File: config.mk
export PLATFORM = sky130hd
export DESIGN_NAME = arbitro_trasmettitore
export DESIGN_NICKNAME = d
export VERILOG_FILES = /design/src/rtl/arbitro_trasmettitore.sv
export SDC_FILE = /design/constraint.sdc
export NUM_CORES = 1
export LEC_CHECK = 0
export ABC_AREA = 1
export ABC_CLOCK_PERIOD_IN_PS = 1600
export BUFFER_PORTS_ARGS = -buffer_cell sky130_fd_sc_hd__buf_2
export CAP_MARGIN = 20
export CORE_ASPECT_RATIO = 2
export CORE_UTILIZATION = 45
export CTS_CLUSTER_SIZE = 28
export DETAILED_ROUTE_END_ITERATION = 12
export GPL_TIMING_DRIVEN = 0
export HOLD_SLACK_MARGIN = 0.12
export PLACE_DENSITY = 0.77
export SETUP_SLACK_MARGIN = 0.3
export SYNTH_ARGS = -nofsm -noshare
export SYNTH_HDL_FRONTEND = slang
export SYNTH_SLANG_ARGS = --single-unit
File: constraint.sdc
create_clock -name clock -period 1.6 [get_ports clock]
set_clock_uncertainty 0.1 [all_clocks]
set_input_delay 0.32 -clock clock [delete_from_list [all_inputs] [get_ports clock]]
set_output_delay 0.32 -clock clock [all_outputs]
set_load 0.1 [all_outputs]
File: src/rtl/arbitro_trasmettitore.sv
// Round-robin arbiter sharing one serial transmitter among N byte producers.
// Acts as 4-phase dav_/rfd consumer toward each producer and producer toward the transmitter.
module arbitro_trasmettitore #(
  parameter int N = 4,
  parameter int W = 8
) (
  input  logic           clock,
  input  logic           reset,
  input  logic [N*W-1:0] byte_in,
  input  logic [N-1:0]   dav_in_,
  output logic [N-1:0]   rfd_out,
  input  logic [N-1:0]   mask,
  output logic [W-1:0]   tx_byte,
  output logic           tx_dav_,
  input  logic           tx_rfd,
  output logic [N-1:0]   grant,
  output logic           busy
);

  localparam int PW = (N > 1) ? $clog2(N) : 1;

  typedef enum logic [1:0] {IDLE, REQ, ACK, DONE} state_t;

  state_t        state_q;
  logic [PW-1:0] ptr_q;
  logic [PW-1:0] g_q;
  logic [N-1:0]  rfd_q;
  logic [N-1:0]  grant_q;
  logic [W-1:0]  tx_byte_q;
  logic          tx_dav_q;
  logic          busy_q;

  logic [N-1:0]  elig;
  logic [PW-1:0] win_idx;
  logic          win_any;
  logic [PW-1:0] ptr_d;

  assign elig = ~dav_in_ & mask;

  // Scan from the highest offset down so the first eligible channel after ptr wins.
  always_comb begin
    int            j;
    logic [PW-1:0] idx;
    j       = 0;
    idx     = '0;
    win_idx = ptr_q;
    win_any = 1'b0;
    for (int k = N - 1; k >= 0; k--) begin
      j       = int'(ptr_q) + k;
      j       = (j >= N) ? (j - N) : j;
      idx     = PW'(j);
      win_any = win_any | elig[idx];
      win_idx = elig[idx] ? idx : win_idx;
    end
  end

  assign ptr_d = (g_q == PW'(N - 1)) ? '0 : (g_q + PW'(1));

  // Handshake sequencer; every output is a register updated with the state.
  always_ff @(posedge clock) begin
    if (reset) begin
      state_q   <= IDLE;
      ptr_q     <= '0;
      g_q       <= '0;
      rfd_q     <= '1;
      grant_q   <= '0;
      tx_byte_q <= '0;
      tx_dav_q  <= 1'b1;
      busy_q    <= 1'b0;
    end else begin
      case (state_q)
        IDLE: begin
          tx_dav_q <= 1'b1;
          if (tx_rfd && win_any) begin
            tx_byte_q <= byte_in[win_idx*W +: W];
            grant_q   <= {{(N-1){1'b0}}, 1'b1} << win_idx;
            g_q       <= win_idx;
            tx_dav_q  <= 1'b0;
            busy_q    <= 1'b1;
            state_q   <= REQ;
          end
        end
        REQ: begin
          // Producer dav_ changes are ignored here: the byte is already latched.
          if (!tx_rfd) begin
            tx_dav_q   <= 1'b1;
            rfd_q[g_q] <= 1'b0;
            state_q    <= ACK;
          end
        end
        ACK: begin
          if (dav_in_[g_q]) begin
            state_q <= DONE;
          end
        end
        DONE: begin
          if (tx_rfd) begin
            rfd_q   <= '1;
            grant_q <= '0;
            ptr_q   <= ptr_d;
            busy_q  <= 1'b0;
            state_q <= IDLE;
          end
        end
        default: begin
          state_q  <= IDLE;
          rfd_q    <= '1;
          grant_q  <= '0;
          tx_dav_q <= 1'b1;
          busy_q   <= 1'b0;
        end
      endcase
    end
  end

  assign rfd_out = rfd_q;
  assign tx_byte = tx_byte_q;
  assign tx_dav_ = tx_dav_q;
  assign grant   = grant_q;
  assign busy    = busy_q;

endmodule

[Word-level counts from Yosys, hierarchy flattened]
Cells that the tools add are included.
Storage, ports and cells
  output and inout port bits: 18
  word-level logic and storage cells: 93
  register bits after elaboration: 24
Cells by class
  eq/ne operators: 8
  multiplexer cells: 38
  $lt $le $gt $ge: 10
  reduce and logical (&&, ||, !) cells: 12
  shift operators: 2
  $add $sub $neg: 8
  bitwise gates (word level): 7
Operator list (number)
  $shiftx A32 B6 Y8: 1
  $mux W2: 13
  $mux W4: 4
  $pmux W4 S2: 2
  $lt A2 B3 Y1 const B: 5
  $bmux W1 S2: 5
  $mux W1: 10
  $ge A3 B3 Y1 const B: 3
  $and A4 B4 Y4: 2
  $ne A2 B2 Y1 const B: 4
  $not A4 Y4: 2
  $pmux W2 S4: 1
  $sub A2 B1 Y2 const B: 4
  $add A2 B2 Y3 const B: 2
  $eq A2 B2 Y1 const B: 3
  $reduce_and A2 Y1: 3
  $reduce_and A3 Y1: 2
  $reduce_bool A2 Y1: 3
  $pmux W1 S2: 2
  $reduce_and A4 Y1: 1
  $shl A1 B2 Y4 const A: 1
  $add A2 B1 Y3 const B: 1
  $ge A2 B3 Y1 const B: 1
  $or A1 B1 Y1: 3
  other kinds (6): 7

[Logic depth before layout (Yosys ltp)]
Gate-level depths: netlist of the first run.
  depth in word-level cells: 12
  gate-level depth with buffers: 18

[Least setup slack after synthesis of the first run]
Ideal clock, no wire load.
  path type: reg2reg
  start: register ptr_q[0]
  end: register tx_byte_q[0], in the netlist tx_byte[0]
  stages on the path, launching flop included: 17
  data required time: 1.391 ns
  period minus slack after synthesis: 1.758 ns
  setup slack: -0.158 ns
  library setup time: 0.109 ns
  arrival time: 1.549 ns
  path buffers: 2
  cells stage by stage: dfxtp_1 buf_6 inv_8 nand3_1 nand2_1 nor2_4 nor2_4 nand3_2 nand2_4 inv_4 buf_12 nand2_2 nand2_1 nand2_1 nand3_1 nand2_1 inv_1
On the way
  cells in the longest elaborated chain, start to end: 10
  elaborated cells between the ends (all ways): 33
  those cells by class: 7 x add/sub; 4 x order compare; 1 x shift; 16 x mux; 3 x bitwise; 2 x reduce/logical
RTL lines
  start: declaration: line 25  | logic [PW-1:0] ptr_q;
  start signal: assignment: line 100  | ptr_q <= ptr_d;
  $add A2 B2 Y3: line 49  | j = int'(ptr_q) + k;
  $ge A3 B3 Y1 / $sub A2 B1 Y2 (equally long branches): line 50  | j = (j >= N) ? (j - N) : j;
  $mux W2: line 50
  $bmux W1 S2: line 52, 53
  $mux W1 (implied by the code): line 52, 53
  $mux W2 / $or A1 B1 Y1 (equally long branches) (3 in a row): line 53, 52
  $mux W2 / $logic_and A1 B1 Y1 (equally long branches): line 53, 74
  $shiftx A32 B6 Y8 / $reduce_and A2 Y1 (equally long branches)
  end signal: assignment: line 75  | tx_byte_q <= byte_in[win_idx*W +: W];
  end: declaration: line 29  | logic [W-1:0] tx_byte_q;
Parallel ways exist; a longest one is shown, timed or not. The select of a mux whose other input is x is not followed.
A chain may end at the register's enable or synchronous reset.

[Worst setup path in the final report of the first run]
  start: register ptr_q[0]
  end: register grant_q[0], in the netlist grant[0]
On the way
  cells in the longest elaborated chain, start to end: 12
  elaborated cells between the ends (all ways): 36
  those cells by class: 7 x add/sub; 4 x order compare; 1 x eq/ne; 1 x shift; 18 x mux; 3 x bitwise; 2 x reduce/logical
RTL lines
  $add A2 B2 Y3: line 49
  $ge A3 B3 Y1 / $sub A2 B1 Y2 (equally long branches): line 50
  $mux W2: line 50
  $bmux W1 S2: line 52, 53
  $mux W1 (implied by the code): line 52, 53
  $mux W2 (4 in a row): line 53  | win_idx = elig[idx] ? idx : win_idx;
  $shl A1 B2 Y4: line 76  | grant_q <= {{(N-1){1'b0}}, 1'b1} << win_idx;
  $mux W4: line 74  | if (tx_rfd && win_any) begin
  $pmux W4 S2: line 71  | case (state_q)
  end signal: assignment: line 76
  end: declaration: line 28  | logic [N-1:0] grant_q;
Parallel ways exist; a longest one is shown, timed or not. The select of a mux whose other input is x is not followed.

==> out/metrics.cfg, run 1 <==
[run_status]
status=complete, but fails checks
violations=negative setup slack

[cts]
root_buffer=clkbuf_8
clock_latency_ns=0.27
cts_buffers=3
clkTransAtPathRegs_ns=0.09
hold_buffers=0
clock-sinks=24
clock_path_buffers=2
cts_tree=done
h-tree-depth=1

[sta]
maxSlewViolCount=0
final.min_clock_period_ns=1.93
relSlewSlack_pct=62.4
fin_setup_tns_ns=-4.96
hold_violations=0
fmax_ghz=0.518
period_share_pct=121
rsz0062_at_grt=yes
setup_viol=18
worst_pin_slew_ns=0.564
setup_ws_ns=-0.329

[synth]
synthDistinctLibCells=24
syn_area_sq_um=1680
syn_inst=260
ys_ff_latch=24
syn_area_per_cell_sq_um=6.45
yosysTopAreaCellShare_pct=28.6
syn_nets=311
yosysWarnings=0
synth_seq_area_share_pct=28.6
synth_top_area_cell=dfxtp_1
synthTopCellsByArea=dfxtp_1, nand2_1, nand3_1

[cells_and_area]
stdcell_count=398
fillers=261
antenna_cells=0
final_area_sq_um=2830
area_delta_synth_final_pct=68.5
layout-drive-gt1-share_pct=56.7
nets=401

[drt]
avgViaCountPerCell=5.16
first_pass_iters=4
drt_first_iter_violations=48
drt_wl_total_microns=5440
wl_per_cell_microns=13.7
route.detailed.drc=0
vias=2053
ant_nets=0

[global_routing]
grt_max_degree=14
grt_pass1_vias=1975
grt_pass1_wl_microns=8090
track_usage_pct=26.9
antenna_found_initial=0
grt_overflow=0

[hold_path]
holdPathStages=5
hp-start=byte_in[9]
min_to=tx_byte[1]
hp-class=in -> reg

[place]
gp_congestion=0.848
placedInstanceArea_sq_um=2110
port_buffers=59
dpl.cell_count=368
dp_hpwl_microns=3410

[setup_path]
r2r-end=grant[0]
ff2ff_path_depth=13
r2r-start=ptr_q[0]
required_ns=1.69
r2r_setup_slack_ns=-0.33
path_max_fanout=8
path_class=reg -> reg
arrival_ns=2.02
end_kind=flip-flop
startpoint_type=flip-flop

[power_and_ir_drop]
ir_drop_uv=1060
p_leak_nw=1.38
power.density_nw_per_um2=1500

[die]
dieArea_sq_um=3990
core_area_sq_um=3610
rows=31
start_util_pct=46.5
fp.dieH_microns=88.4
ios=61
fp.dieW_microns=45.2

[flow_run]
cap_violations=0

## worst max path at each step
stage / start / endpoint / slack, ns / cells after the start
2_1_floorplan: ptr_q[0] / tx_byte[0] / -0.13 / 18
3_3_place_gp: dav_in_[1] / tx_byte[0] / -0.38 / 18
3_5_place_dp: dav_in_[3] / tx_byte[0] / -0.41 / 18
4_1_cts: ptr_q[0] / tx_byte[3] / -0.30 / 17
5_1_grt: ptr_q[0] / tx_byte[5] / -0.49 / 16
6_report: ptr_q[0] / grant[0] / -0.33 / 13
## metrics by stage
step	setup slack (ns)	hold WS (ns)	total power, W	utilization [%]
floorplan	-0.132	0.394	0.00258	-
global placement	-0.382	0.339	0.00294	58.6
detailed placement	-0.412	0.345	0.00297	58.6
CTS	-0.296	0.266	0.00392	71.6
global route	-0.492	0.322	0.00448	78.4
finish	-0.329	0.286	0.00424	78.4
## cell families (layout without fill, tap and decap cells)
family	after synthesis	in the layout	share of synthesized area, %
and+or+nand+nor	153	153	41.3
DFF	24	24	28.6
buffers and inverters	34	123	10.7
AOI/OAI and AO/OA	41	41	13.3
adders and majority gates	8	8	5.97
## worst max-delay path: stages, from the launching register on
cell,delay [ns]
dfxtp_2,0.32
buf_6,0.13
inv_8,0.08
nand3_2,0.07
nand2_2,0.10
nand2_2,0.08
nand2_4,0.09
inv_2,0.05
nand4_1,0.13
nand3_2,0.15
buf_6,0.16
nor2_4,0.16
nand3_2,0.09
a21oi_1,0.13
## cells in the mapped netlist
library cell and instances:
nor2_1 15, a211oi_1 1, buf_12 1, o21a_1 5, inv_1 23, nand2_4 2, or2_2 1, inv_2 2
nand3_1 29, a21oi_2 1, dfxtp_1 24, nor2_4 2, buf_4 1, inv_8 1, inv_4 1, nand4_1 2
nand2_1 90, nand3_2 4, ha_1 8, o21ai_0 19, buf_6 3, clkbuf_1 2, nand2_2 8, a21oi_1 15
## state kept, by name, summed over array words and instances (netlist names)
| signal | flops |
|---|---|
| tx_byte | 8 |
| grant | 4 |
| rfd_out | 4 |
| g_q | 2 |
| ptr_q | 2 |
| state_q | 2 |
| busy | 1 |
| tx_dav_ | 1 |
## area by class of cell
type / count / area (sq um) / share of cell area [%]
repair buffers: 85 / 698 / 24.7
inverters: 27 / 121 / 4.29
multi-input cells: 202 / 1310 / 46.3
plain buffers: 7 / 77.6 / 2.74
flip-flops and latches: 24 / 505 / 17.9
clock buffers: 4 / 55.1 / 1.95
well taps: 49 / 61.3 / 2.17
## cells in the final DEF, fill, tap and decap left out, drive strengths merged
| master | netlist | final |
|---|---|---|
| nand2 | 100 | 100 |
| buf | 5 | 89 |
| nand3 | 33 | 33 |
| inv | 27 | 27 |
| dfxtp | 24 | 24 |
| o21ai | 19 | 19 |
| nor2 | 17 | 17 |
| a21oi | 16 | 16 |
| ha | 8 | 8 |
| clkbuf | 2 | 7 |
| o21a | 5 | 5 |
| nand4 | 2 | 2 |
| or2 | 1 | 1 |
| a211oi | 1 | 1 |
## repair_timing
item / 4_1_cts / 5_1_grt
gates resized for setup: 82 / 52
endpoints found under the setup margin: 41 / 29
pin swaps: 18 / 25
hold endpoints to repair: 0 / 0
cloned: 2 / 2
setup buffers: 17 / 5
## report_power, final
part           internal [W]  switching, W  total (W)
sequential         0.000769      0.000132   0.000902
combinational       0.00108       0.00184    0.00292
clock              0.000220      0.000198   0.000418
total               0.00207       0.00217    0.00424
## routing by layer
metal | global-route usage (%) | vias to the layer above | routed length [microns]
met5 | 0 | - | 0
met4 | 10.2 | 0 | 174
met3 | 2.24 | 16 | 195
met2 | 54.7 | 79 | 3210
met1 | 25.7 | 946 | 1860
li1 | - | 1012 | -
Note: power is estimated with default switching activity, not from simulation.
==> inputs of run 2 (changes only) <==
CORE_UTILIZATION = 46   (was 45)
CTS_BUF_LIST = sky130_fd_sc_hd__clkbuf_2   (was default)
PLACE_DENSITY = 0.78   (was 0.77)
REMOVE_ABC_BUFFERS = 1   (was default)
==> out/metrics.cfg, run 2 (synthesis gave the netlist of run 1 again) <==
[setup_path]
startpoint_type=flip-flop  ; unchanged
path_max_fanout=18  ; was 8
required_ns=1.76  ; was 1.69 ns
path_class=reg -> reg  ; unchanged
end_kind=flip-flop  ; unchanged
arrival_ns=2.18  ; was 2.02 ns
r2r_setup_slack_ns=-0.42  ; was -0.33 ns

[power_and_ir_drop]
total_power_w=0.00402  ; was 0.00424 W
seqPwrFrac_pct=23.8  ; was 21.3%
p_sw_share_pct=53.5  ; was 51.2%
power_frac_comb_pct=70.4  ; was 68.9%
p_clk_share_pct=5.8  ; was 9.9%
switching_power_w=0.00215  ; was 0.00217 W
ir_drop_uv=1140  ; was 1060 uV
power.density_nw_per_um2=1490  ; was 1500 nW/um^2
p_int_w=0.00187  ; was 0.00207 W
p_leak_nw=1.30  ; was 1.38 nW

[global_routing]
use_met1_pct=26.5  ; was 25.7%
grt_pass1_vias=1965  ; was 1,975
grt_max_degree=19  ; was 14
antenna_found_initial=0  ; unchanged
grt_pass1_wl_microns=8110  ; was 8090 microns
track_usage_pct=27.6  ; was 26.9%
grt_use_met2_pct=52.9  ; was 54.7%
grt_overflow=0  ; unchanged
grt_use_met3_pct=2.49  ; was 2.24%
top_usage_layer=met2  ; unchanged

[drt]
wl_per_cell_microns=14.8  ; was 13.7 microns
first_pass_iters=4  ; unchanged
drt_first_iter_violations=53  ; was 48
route.detailed.drc=0  ; unchanged
drt_wl_total_microns=5760  ; was 5440 microns
ant_nets=0  ; unchanged
vias=2070  ; was 2,053
avgViaCountPerCell=5.32  ; was 5.16

[sta]
rsz0062_at_grt=yes  ; unchanged
fin_setup_tns_ns=-6.24  ; was -4.96 ns
maxSlewViolCount=0  ; unchanged
final.min_clock_period_ns=2.02  ; was 1.93 ns
period_share_pct=126  ; was 121%
hold_violations=0  ; unchanged
fmax_ghz=0.495  ; was 0.518 GHz
setup_viol=18  ; unchanged
worst_pin_slew_ns=0.405  ; was 0.564 ns
relSlewSlack_pct=72.9  ; was 62.4%
setup_ws_ns=-0.422  ; was -0.329 ns

[hold_path]
hp-class=in -> reg  ; unchanged

[cells_and_area]
fin_util_pct=78.0  ; was 78.4%
mostFrequentLayoutCells=nand2_1, buf_2, nand2_2, nand3_1  ; was nand2_1, buf_2, nand2_2, buf_6, inv_1
layout-drive-gt1-share_pct=50.7  ; was 56.7%
final_common_cell=nand2_1  ; unchanged
nets=394  ; was 401
antenna_cells=0  ; unchanged
area_delta_synth_final_pct=60.6  ; was 68.5%
largest_register_ff_count=8  ; unchanged

[cts]
cts_tree=done  ; unchanged
h-tree-depth=1  ; unchanged
root_buffer=clkbuf_2  ; was clkbuf_8
clkTransAtPathRegs_ns=0.23  ; was 0.09 ns
cts_buffers=3  ; unchanged
clock_latency_ns=0.33  ; was 0.27 ns
clock_path_buffers=2  ; unchanged
hold_buffers=0  ; unchanged
clock-sinks=24  ; unchanged

[run_status]
violations=negative setup slack  ; unchanged
status=complete, but fails checks  ; unchanged

[die]
start_util_pct=48.6  ; was 46.5%
rows=30  ; was 31
ios=61  ; unchanged
fp.dieW_microns=44.7  ; was 45.2 microns
core_area_sq_um=3450  ; was 3610 sq um
fp.dieH_microns=87.4  ; was 88.4 microns
dieArea_sq_um=3910  ; was 3990 sq um

[place]
port_buffers=60  ; was 59
dp_hpwl_microns=3150  ; was 3410 microns
gp_congestion=0.813  ; was 0.848

[flow_run]
cap_violations=0  ; unchanged

## run 2: cell count changes in the layout (fill, tap and decap cells not counted), sizes merged
cell,previous run,this run
clkbuf,7,3
buf,89,81
nand2,100,103
inv,27,28
## run 2: critical path, stage by stage, from the launching register on
cell and delay [ns]:
dfxtp_4 0.48, inv_8 0.06, nand3_1 0.11, nand2_2 0.10
nor2_4 0.16, nand4_1 0.24, buf_4 0.23, nand3_4 0.12
inv_8 0.08, o21a_1 0.17, nand2_1 0.07, inv_1 0.04
## run 2: layout make-up
| cell class | count | area [sq um] |
|---|---|---|
| repair buffers | 81 | 736 |
| repair inverters | 1 | 11.3 |
| fillers | 254 | 759 |
| flip-flops and latches | 24 | 519 |
| clock buffers | 3 | 15.0 |
| multi-input cells | 205 | 1230 |
| well taps | 48 | 60.1 |
| inverters | 27 | 126 |
## run 2: stage by stage
step | setup WS [ns] | hold slack (ns) | instance area, sq um | std cells
final | -0.422 | 0.166 | 2690 | 389
after global routing | -0.482 | 0.159 | 2690 | 389
after CTS | -0.238 | 0.170 | 2480 | 374
after detailed placement | -0.686 | 0.350 | 1970 | 361
after global placement | -0.653 | 0.339 | 1970 | 361
after floorplan | -0.327 | 0.289 | 1610 | 253
## run 2: path summary, 6_finish.rpt
| kind | startpoint | endpoint | cells after the start |
|---|---|---|---|
| max | ptr_q[0] | tx_byte[3] | 11 |
| min | reset | grant[1] | 2 |
| max reg2reg | ptr_q[0] | tx_byte[3] | 11 |
| min reg2reg | rfd_out[3] | rfd_out[3] | 2 |
## run 2: power groups by stage
stage / registers (W) / logic [W] / clock network (W)
floorplan: 0.00156 / 0.000840 / 0
global placement: 0.000847 / 0.00189 / 0
detailed placement: 0.000852 / 0.00191 / 0
CTS: 0.000933 / 0.00251 / 0.000231
global route: 0.000969 / 0.00300 / 0.000266
finish: 0.000956 / 0.00283 / 0.000233
## run 2: layer usage
| layer | vias to the layer above | part of all wire, % |
|---|---|---|
| met2 | 81 | 56 |
| met4 | 0 | 5.3 |
| met3 | 22 | 3.4 |
| met1 | 964 | 35 |
| met5 | - | 0 |
| li1 | 1003 | - |
## run 2: what timing repair did
item | CTS | global route
hold endpoints to repair | 0 | 0
gates resized for setup | 135 | 32
pin swaps | 5 | 15
buffers inserted | 8 | 13
endpoints found under the setup margin | 41 | 41
cloned | 2 | 2
